--- config.mk ---
export PLATFORM = sky130hd
export DESIGN_NAME = dsp_nco_sweep_flat
export DESIGN_NICKNAME = d
export VERILOG_FILES = /design/src/rtl/dsp_nco_sweep_if.sv /design/src/rtl/dsp_nco_sweep.sv /design/src/flat_wrapper.sv
export SDC_FILE = /design/constraint.sdc
export NUM_CORES = 1
export LEC_CHECK = 0
export BUFFER_PORTS_ARGS = -buffer_cell sky130_fd_sc_hd__buf_2
export CORE_UTILIZATION = 60
export DETAILED_ROUTE_END_ITERATION = 7
export PLACE_DENSITY_LB_ADDON = 0.1
export SYNTH_ARGS = -nofsm -noshare
export SYNTH_HDL_FRONTEND = slang
export SYNTH_SLANG_ARGS = --single-unit
--- constraint.sdc ---
create_clock -name clk -period 10.4 [get_ports clk]
set_input_delay 1.56 -clock clk [delete_from_list [all_inputs] [get_ports clk]]
set_output_delay 1.56 -clock clk [all_outputs]
set_load 0.01 [all_outputs]
--- src/rtl/dsp_nco_sweep_if.sv ---
// Sweep controller <-> host/NCO signal bundle for dsp_nco_sweep.
// master = requester driving sweep setup; slave = the sweep controller.
interface dsp_nco_sweep_if #(
  parameter int unsigned PHI_WIDTH   = 32,
  parameter int unsigned DWELL_WIDTH = 16
);
  logic                   start;
  logic                   abort;
  logic [PHI_WIDTH-1:0]   f_start;
  logic [PHI_WIDTH-1:0]   f_stop;
  logic [PHI_WIDTH-1:0]   f_step;
  logic [DWELL_WIDTH-1:0] dwell;
  logic                   en;
  logic [PHI_WIDTH-1:0]   phi_inc;
  logic                   busy;
  logic                   done;

  modport master (
    output start, abort, f_start, f_stop, f_step, dwell,
    input  en, phi_inc, busy, done
  );

  modport slave (
    input  start, abort, f_start, f_stop, f_step, dwell,
    output en, phi_inc, busy, done
  );
endinterface

--- src/rtl/dsp_nco_sweep.sv ---
// Linear frequency sweep controller feeding an NCO phase increment.
// Optional macro DSP_NCO_SWEEP_LOOP_EN: repeat the sweep continuously until abort/reset.
module dsp_nco_sweep #(
  parameter int unsigned PHI_WIDTH   = 32,
  parameter int unsigned DWELL_WIDTH = 16
) (
  input  logic           clk,
  input  logic           rst_n,
  dsp_nco_sweep_if.slave sw
);

  typedef enum logic [1:0] {
    IDLE = 2'd0,
    RUN  = 2'd1,
    DONE = 2'd2
  } state_t;

  state_t                 state;
  logic [PHI_WIDTH-1:0]   cur;
  logic [PHI_WIDTH-1:0]   f_stop_l;
  logic [PHI_WIDTH-1:0]   f_step_l;
  logic [DWELL_WIDTH-1:0] cnt;
  logic [DWELL_WIDTH-1:0] dwell_l;
  logic                   last;

`ifdef DSP_NCO_SWEEP_LOOP_EN
  logic [PHI_WIDTH-1:0]   f_start_l;
  logic                   last_init;
`endif

  logic                   en_q;
  logic [PHI_WIDTH-1:0]   phi_q;
  logic                   busy_q;
  logic                   done_q;

  logic [PHI_WIDTH:0]     sum;
  logic                   clamp;
  logic                   start_last;

  // One extra bit keeps cur+f_step from wrapping past the top of the range.
  always_comb begin
    sum   = {1'b0, cur} + {1'b0, f_step_l};
    clamp = (sum >= {1'b0, f_stop_l});
  end

  assign start_last = (sw.f_start >= sw.f_stop) || (sw.f_step == '0);

  always_ff @(posedge clk or negedge rst_n) begin
    if (!rst_n) begin
      state    <= IDLE;
      cur      <= '0;
      cnt      <= '0;
      last     <= 1'b0;
      f_stop_l <= '0;
      f_step_l <= '0;
      dwell_l  <= '0;
`ifdef DSP_NCO_SWEEP_LOOP_EN
      f_start_l <= '0;
      last_init <= 1'b0;
`endif
      en_q     <= 1'b0;
      phi_q    <= '0;
      busy_q   <= 1'b0;
      done_q   <= 1'b0;
    end else if (sw.abort) begin
      state  <= IDLE;
      en_q   <= 1'b0;
      phi_q  <= '0;
      busy_q <= 1'b0;
      done_q <= 1'b0;
    end else begin
      case (state)
        IDLE: begin
          done_q <= 1'b0;
          if (sw.start) begin
            f_stop_l <= sw.f_stop;
            f_step_l <= sw.f_step;
            dwell_l  <= sw.dwell;
`ifdef DSP_NCO_SWEEP_LOOP_EN
            f_start_l <= sw.f_start;
            last_init <= start_last;
`endif
            cur      <= sw.f_start;
            cnt      <= sw.dwell;
            last     <= start_last;
            state    <= RUN;
            en_q     <= 1'b1;
            busy_q   <= 1'b1;
            phi_q    <= sw.f_start;
          end
        end

        RUN: begin
          if (cnt != '0) begin
            cnt <= cnt - DWELL_WIDTH'(1);
          end else if (!last) begin
            cnt <= dwell_l;
            if (clamp) begin
              cur   <= f_stop_l;
              phi_q <= f_stop_l;
              last  <= 1'b1;
            end else begin
              cur   <= sum[PHI_WIDTH-1:0];
              phi_q <= sum[PHI_WIDTH-1:0];
            end
          end else begin
`ifdef DSP_NCO_SWEEP_LOOP_EN
            // Wrap straight back to the first frequency; en stays high.
            cur   <= f_start_l;
            phi_q <= f_start_l;
            cnt   <= dwell_l;
            last  <= last_init;
`else
            state  <= DONE;
            en_q   <= 1'b0;
            phi_q  <= '0;
            busy_q <= 1'b0;
            done_q <= 1'b1;
`endif
          end
        end

        DONE: begin
          state  <= IDLE;
          done_q <= 1'b0;
        end

        default: begin
          state  <= IDLE;
          en_q   <= 1'b0;
          phi_q  <= '0;
          busy_q <= 1'b0;
          done_q <= 1'b0;
        end
      endcase
    end
  end

  assign sw.en      = en_q;
  assign sw.phi_inc = phi_q;
  assign sw.busy    = busy_q;
  assign sw.done    = done_q;

endmodule

--- src/flat_wrapper.sv ---
// flat-port wrapper written by rule: the top's interface ports become plain ports
module dsp_nco_sweep_flat 
#(
  parameter int unsigned PHI_WIDTH   = 32,
  parameter int unsigned DWELL_WIDTH = 16
)
  (clk, rst_n, sw_start, sw_abort, sw_f_start, sw_f_stop, sw_f_step, sw_dwell, sw_en, sw_phi_inc, sw_busy, sw_done);
  dsp_nco_sweep_if #(.PHI_WIDTH(PHI_WIDTH), .DWELL_WIDTH(DWELL_WIDTH)) sw_i ();
  input  logic clk;
  input  logic rst_n;
  input wire logic [$bits(sw_i.start)-1:0] sw_start;
  input wire logic [$bits(sw_i.abort)-1:0] sw_abort;
  input wire logic [$bits(sw_i.f_start)-1:0] sw_f_start;
  input wire logic [$bits(sw_i.f_stop)-1:0] sw_f_stop;
  input wire logic [$bits(sw_i.f_step)-1:0] sw_f_step;
  input wire logic [$bits(sw_i.dwell)-1:0] sw_dwell;
  output wire logic [$bits(sw_i.en)-1:0] sw_en;
  output wire logic [$bits(sw_i.phi_inc)-1:0] sw_phi_inc;
  output wire logic [$bits(sw_i.busy)-1:0] sw_busy;
  output wire logic [$bits(sw_i.done)-1:0] sw_done;
  assign sw_i.start = sw_start;
  assign sw_i.abort = sw_abort;
  assign sw_i.f_start = sw_f_start;
  assign sw_i.f_stop = sw_f_stop;
  assign sw_i.f_step = sw_f_step;
  assign sw_i.dwell = sw_dwell;
  assign sw_en = sw_i.en;
  assign sw_phi_inc = sw_i.phi_inc;
  assign sw_busy = sw_i.busy;
  assign sw_done = sw_i.done;
  dsp_nco_sweep #(.PHI_WIDTH(PHI_WIDTH), .DWELL_WIDTH(DWELL_WIDTH)) u_core (.clk(clk), .rst_n(rst_n), .sw(sw_i));
endmodule
======== After elaboration in Yosys (flattened, before gate mapping) ========
Index checks and enable logic that the tools add are counted.
cells by class
  add/subtract/negate cells ............... 2
  bitwise logic cells ..................... 1
  $lt $le $gt $ge ......................... 2
  reduce and logical (&&, ||, !) cells .... 13
  muxes and demuxes ....................... 32
  equality and inequality tests ........... 10
operators with widths
  cell                                                  count
  two-way mux 32 bit                                    7
  one-hot mux 32 bit (3 select lines)                   1
  one-hot mux 32 bit (2 select lines)                   1
  two-way mux 16 bit                                    3
  adder 32 x 32 -> 33 bit                               1
  greater-or-equal comparator 33 x 32 -> 1 bit          1
  greater-or-equal comparator 32 bit                    1
  logical NOT 32 bit                                    1
  one-hot mux 16 bit (2 select lines)                   1
  nonzero test 16 bit                                   1
  subtractor 16 x 1 -> 16 bit (second input constant)   1
  two-way mux 1 bit                                     12
  AND reduction 4 bit                                   3
  != test 3 bit (second input constant)                 3
  AND reduction 3 bit                                   3
  two-way mux 2 bit                                     4
  != test 2 bit (second input constant)                 4
  AND reduction 5 bit                                   1
  one-hot mux 2 bit (2 select lines)                    1
  != test 3 x 2 -> 1 bit (second input constant)        1
  one-hot mux 1 bit (3 select lines)                    1
  equality test 2 x 1 -> 1 bit (second input constant)  1
  equality test 2 bit (second input constant)           1
  logical NOT 2 bit                                     1
  5 further kinds                                       5
word-level totals
  bits in registers ....................... 165
  output and inout bits ................... 35

======== Depth between registers and ports, before layout ========
  depth in word-level cells ............... 7
  mapped depth ............................ 20
  depth with buffers taken out ............ 19

======== Least setup slack after synthesis ========
OpenSTA, ideal clock, no wires.
  kind .................................... register to register
  start point ............................. reg u_core.f_step_l[8]
  end point ............................... reg u_core.cur[19]
  slack ................................... 6148 ps
  library setup time ...................... 122 ps
  period minus slack after synthesis ...... 4252 ps
  cell stages (with the launch flop) ...... 19
  required time ........................... 10278 ps
  arrival time ............................ 4131 ps
  path buffers ............................ 2
  cell sequence ........................... dfrtp_1 -> ha_1 -> clkbuf_1 -> nand2_1 -> a2bb2oi_1 -> o22a_1 -> a31o_2 -> a2111oi_0 -> o21ai_0 -> and2_1 -> ha_1 -> nand4_1 -> o221a_2 -> and3_1 -> a21o_1 -> nand2_1 -> buf_1 -> nand3_1 -> a32o_1
between the ends
  cells in the longest elaborated chain, start to end .. 6
RTL lines
  what                                          line                  RTL
  from (decl)                                   dsp_nco_sweep.sv:21   logic [PHI_WIDTH-1:0] f_step_l;
  from (signal assigned)                        dsp_nco_sweep.sv:77   f_step_l <= sw.f_step;
  adder 32 x 32 -> 33 bit *                     dsp_nco_sweep.sv:42   sum = {1'b0, cur} + {1'b0, f_step_l};
  greater-or-equal comparator 33 x 32 -> 1 bit  dsp_nco_sweep.sv:43   clamp = (sum >= {1'b0, f_stop_l});
  two-way mux 32 bit *                          dsp_nco_sweep.sv:98   if (clamp) begin
  two-way mux 32 bit *                          dsp_nco_sweep.sv:96   end else if (!last) begin
  two-way mux 32 bit *                          dsp_nco_sweep.sv:94   if (cnt != '0) begin
  one-hot mux 32 bit (2 select lines) *         dsp_nco_sweep.sv:72   case (state)
  to (signal assigned)                          dsp_nco_sweep.sv:83   cur <= sw.f_start;
  to (signal assigned)                          dsp_nco_sweep.sv:99   cur <= f_stop_l;
  to (signal assigned)                          dsp_nco_sweep.sv:103  cur <= sum[PHI_WIDTH-1:0];
  to (decl)                                     dsp_nco_sweep.sv:19   logic [PHI_WIDTH-1:0] cur;
Every way passes the cells marked *; elsewhere a longest branch is shown, timed or not. The select of a mux whose other input is x is not followed.
A chain may end at the register's enable or synchronous reset.

======== Final worst setup path ========
  start point ............................. reg u_core.cur[0]
  end point ............................... reg u_core.cur[21]
between the ends
  cells in the longest elaborated chain, start to end .. 6
RTL lines
  what                                          line
  adder 32 x 32 -> 33 bit *                     dsp_nco_sweep.sv:42
  greater-or-equal comparator 33 x 32 -> 1 bit  dsp_nco_sweep.sv:43
  two-way mux 32 bit *                          dsp_nco_sweep.sv:98
  two-way mux 32 bit *                          dsp_nco_sweep.sv:96
  two-way mux 32 bit *                          dsp_nco_sweep.sv:94
  one-hot mux 32 bit (2 select lines) *         dsp_nco_sweep.sv:72
Marked as above.

==> metrics.csv <==
metric,value,unit
synthFlopType,dfrtp_1,
power.share.sequential,25.0,%
hpwlAfterDp,22.7,mm
finClkSkew,0.0108,ns
grt_pass1_vias,9180,
start_util,61.6,%
numCtsBuffers,17,
power_frac_clock,16.5,%
yosysTopAreaCell,dfrtp_1,
cts.sinks,165,
grt_pass1_wl,48.5,mm
die_height,135,um
crit_type,reg2reg,
ir_drop,0.194,mV
syn_area,10700,sq um
cts_max_level,4,
setup_ws,4.44,ns
synth-seq-cells,165,
synth_area_leaders,"dfrtp_1, ha_1, a21oi_1",
intPower,0.00197,W
vias,9685,
die_area,18400,sq um
async_flop_share,100,%
p_leak,5.71,nW
finalWirelength,30.9,mm
drive_gt1_share,19.4,%
cts_resized,0,
synth_cell_types,69,
worst_ep_arrival_time,6.28,ns
finalSetupViolations,0,
hold_path_class,reg2reg,
area_growth,13.5,%
grt_usage,34.7,%
grt-ovfl-total,0,
cts_tree,done,
syn-instance-count,1185,
power,0.00374,W
fin_nets,1521,
fmax,168,MHz
clockBufferDepth,2,
rsz0062_at_grt,no,
path_clk_slew,0.07,ns
n_antenna_cell,0,
finalMaxSlewViolations,0,
grt_antenna_before_repair,0,
root_buffer,clkbuf_16,
viasPerCell,6.27,
synth_edf_count,0,
end_kind,flop,
crit_path_max_fanout,23,
max-slew-margin-rel,26.8,%
syn_area_per_cell,9.02,sq um
yosys.area.top_type_share,38.6,%
drc,0,
postCtsSetupBuffers,0,
clkLatencyLatePin,0.44,ns
final_area,12100,sq um
post-route-min-period,5.96,ns
die_w,135,um
rows,48,
tns,0,ns
finalHoldViolations,0,
switchingPower,0.00177,W
ant_nets,0,
syn-num-nets,1400,
ys_seq_area_share,38.6,%
period_share,57.3,%
dp_slack,4.59,ns
worst_pin_slew,1.10,ns
drt_iter0_drc,913,
placed_cell_area,11600,sq um
core,17400,sq um
timing.max_cap.violations,0,
grt_max_degree,102,
status,finished clean,
ioPinCount,151,
gp_congestion,0.960,
netSwitchingFraction,47.3,%
postCtsHoldBufs,0,
worstPathRequired,10.72,ns
worstSetupStartpointType,flop,
dr.pass1.iters,5,
yosysWarnings,0,
wl_per_cell,20.0,um
p_comb_share,58.6,%
io_buffer_count,150,
pwr_density_cell,308,nW/um^2
hold_slack,0.475,ns
state kept, by name, summed over array words and instances, names as in the netlist:
register,flops
u_core.sw.en,1
u_core.cnt,16
u_core.last,1
u_core.f_step_l,32
u_core.f_stop_l,32
u_core.state,2
u_core.dwell_l,16
u_core.cur,32
u_core.sw.phi_inc,32
u_core.sw.done,1
critical path, stage by stage (launching register included):
cell	delay, ns
dfrtp_1	0.38
ha_1	0.24
fa_1	0.24
a21o_1	0.15
o2bb2ai_1	0.14
nand3_1	0.24
a31o_2	0.33
a21oi_1	0.32
a31oi_1	0.18
xnor2_1	0.31
inv_1	0.08
ha_1	0.31
nand3_1	0.10
a21o_1	0.11
a21oi_1	0.05
o311ai_0	0.51
a21o_1	0.76
nand2_1	0.60
or3_1	0.51
a32o_1	0.26
area by class of cell:
type | count | area (sq um)
clock buffers | 21 | 460
multi-input cells | 881 | 6020
fillers | 1425 | 5230
clock inverters | 11 | 100
repair buffers | 159 | 825
inverters | 82 | 308
well taps | 225 | 282
flip-flops and latches | 165 | 4130
synthesized netlist by cell type (4+ instances only):
| cell | n |
|---|---|
| nor2_1 | 63 |
| nor4_1 | 12 |
| mux2_2 | 50 |
| ha_1 | 98 |
| inv_1 | 81 |
| o21ai_0 | 112 |
| clkbuf_1 | 42 |
| a221oi_1 | 4 |
| dfrtp_1 | 165 |
| a211oi_1 | 28 |
| a21oi_1 | 114 |
| xnor2_1 | 29 |
| a21o_1 | 18 |
| and3_1 | 10 |
| o21a_1 | 6 |
| nand3_1 | 30 |
| or3_1 | 7 |
| and2_1 | 8 |
| xor2_1 | 12 |
| nand2_1 | 111 |
| nand2b_1 | 7 |
| nor2b_1 | 5 |
| a22oi_1 | 31 |
| o211ai_1 | 12 |
| buf_2 | 6 |
| a31o_2 | 5 |
| buf_1 | 5 |
| a31oi_1 | 8 |
| nor3_1 | 17 |
| nand4_1 | 14 |
| a311oi_1 | 4 |
| a32o_1 | 4 |
| o21ai_1 | 8 |
| a211o_1 | 5 |
cells in the final DEF (no fill, tap or decap), types with 5 or more instances in the layout:
master     instances
mux2_2            50
inv_1             81
a211o_1            5
or3_1              7
clkbuf_16         17
a21oi_1          114
nand2b_1           6
nor2b_1            5
dfrtp_1          165
o211ai_1          12
buf_4              9
nor4_1            12
and3_1            10
nor2_1            61
xnor2_1           29
a21o_1            18
nand4_1           14
a31o_2             5
o21a_1             6
nor3_1            16
a31oi_1            8
nand3_1           30
o21ai_0          112
and2_1             8
ha_1              98
a22oi_1           31
a211oi_1          28
buf_2            149
xor2_1            12
nand2_1          111
o21ai_1            8
metal layers:
| metal | wire (um) | GRT usage [%] | vias to the layer above | part of all wire, % |
|---|---|---|---|---|
| met1 | 13300 | 47.1 | 4642 | 43 |
| met2 | 14500 | 55.7 | 431 | 47 |
| li1 | - | - | 4553 | - |
| met3 | 2140 | 5.50 | 59 | 6.9 |
| met4 | 961 | 13.9 | 0 | 3.1 |
| met5 | 0 | 0 | - | 0 |
power by group through the flow:
stage          clock network [W]  registers [W]  logic [W]
4_1_cts                 0.000614       0.000928    0.00215
5_1_grt                 0.000646       0.000950    0.00240
2_1_floorplan                  0       0.000915    0.00152
6_report                0.000615       0.000933    0.00219
3_5_place_dp                   0       0.000936    0.00212
3_3_place_gp                   0       0.000927    0.00210
final timing paths:
kind                                         end  slack (ns)             startpoint  cells after the start
hold reg to reg            u_core.sw.phi_inc[12]        0.48  u_core.sw.phi_inc[12]                      2
setup reg to reg                  u_core.cur[21]        4.44          u_core.cur[0]                     19
setup / recovery                  u_core.cur[21]        4.44          u_core.cur[0]                     19
hold / removal             u_core.sw.phi_inc[12]        0.48  u_core.sw.phi_inc[12]                      2
min in group asynchronous  u_core.sw.phi_inc[12]        1.23                  rst_n                      1
max in group asynchronous    u_core.f_stop_l[28]        7.74                  rst_n                      2
through the flow:
stage | std cells | util, %
finish | 1544 | 69.9
global route | 1544 | 69.9
CTS | 1544 | 69.9
detailed placement | 1512 | 66.6
global placement | 1512 | 66.6
floorplan | 1185 | -
logic make-up (layout without fill, tap and decap cells):
logic type      count (synthesis)  count (layout)  share of synthesized area [%]
compound gates                394             394                           22.9
xor+xnor                       41              41                           3.36
fa+ha+maj                      99              99                           11.7
buf+inv                       139             273                           5.13
flops                         165             165                           38.6
mux                            51              51                           5.36
simple gates                  296             296                           13.0
(Power assumes the default switching activity.)
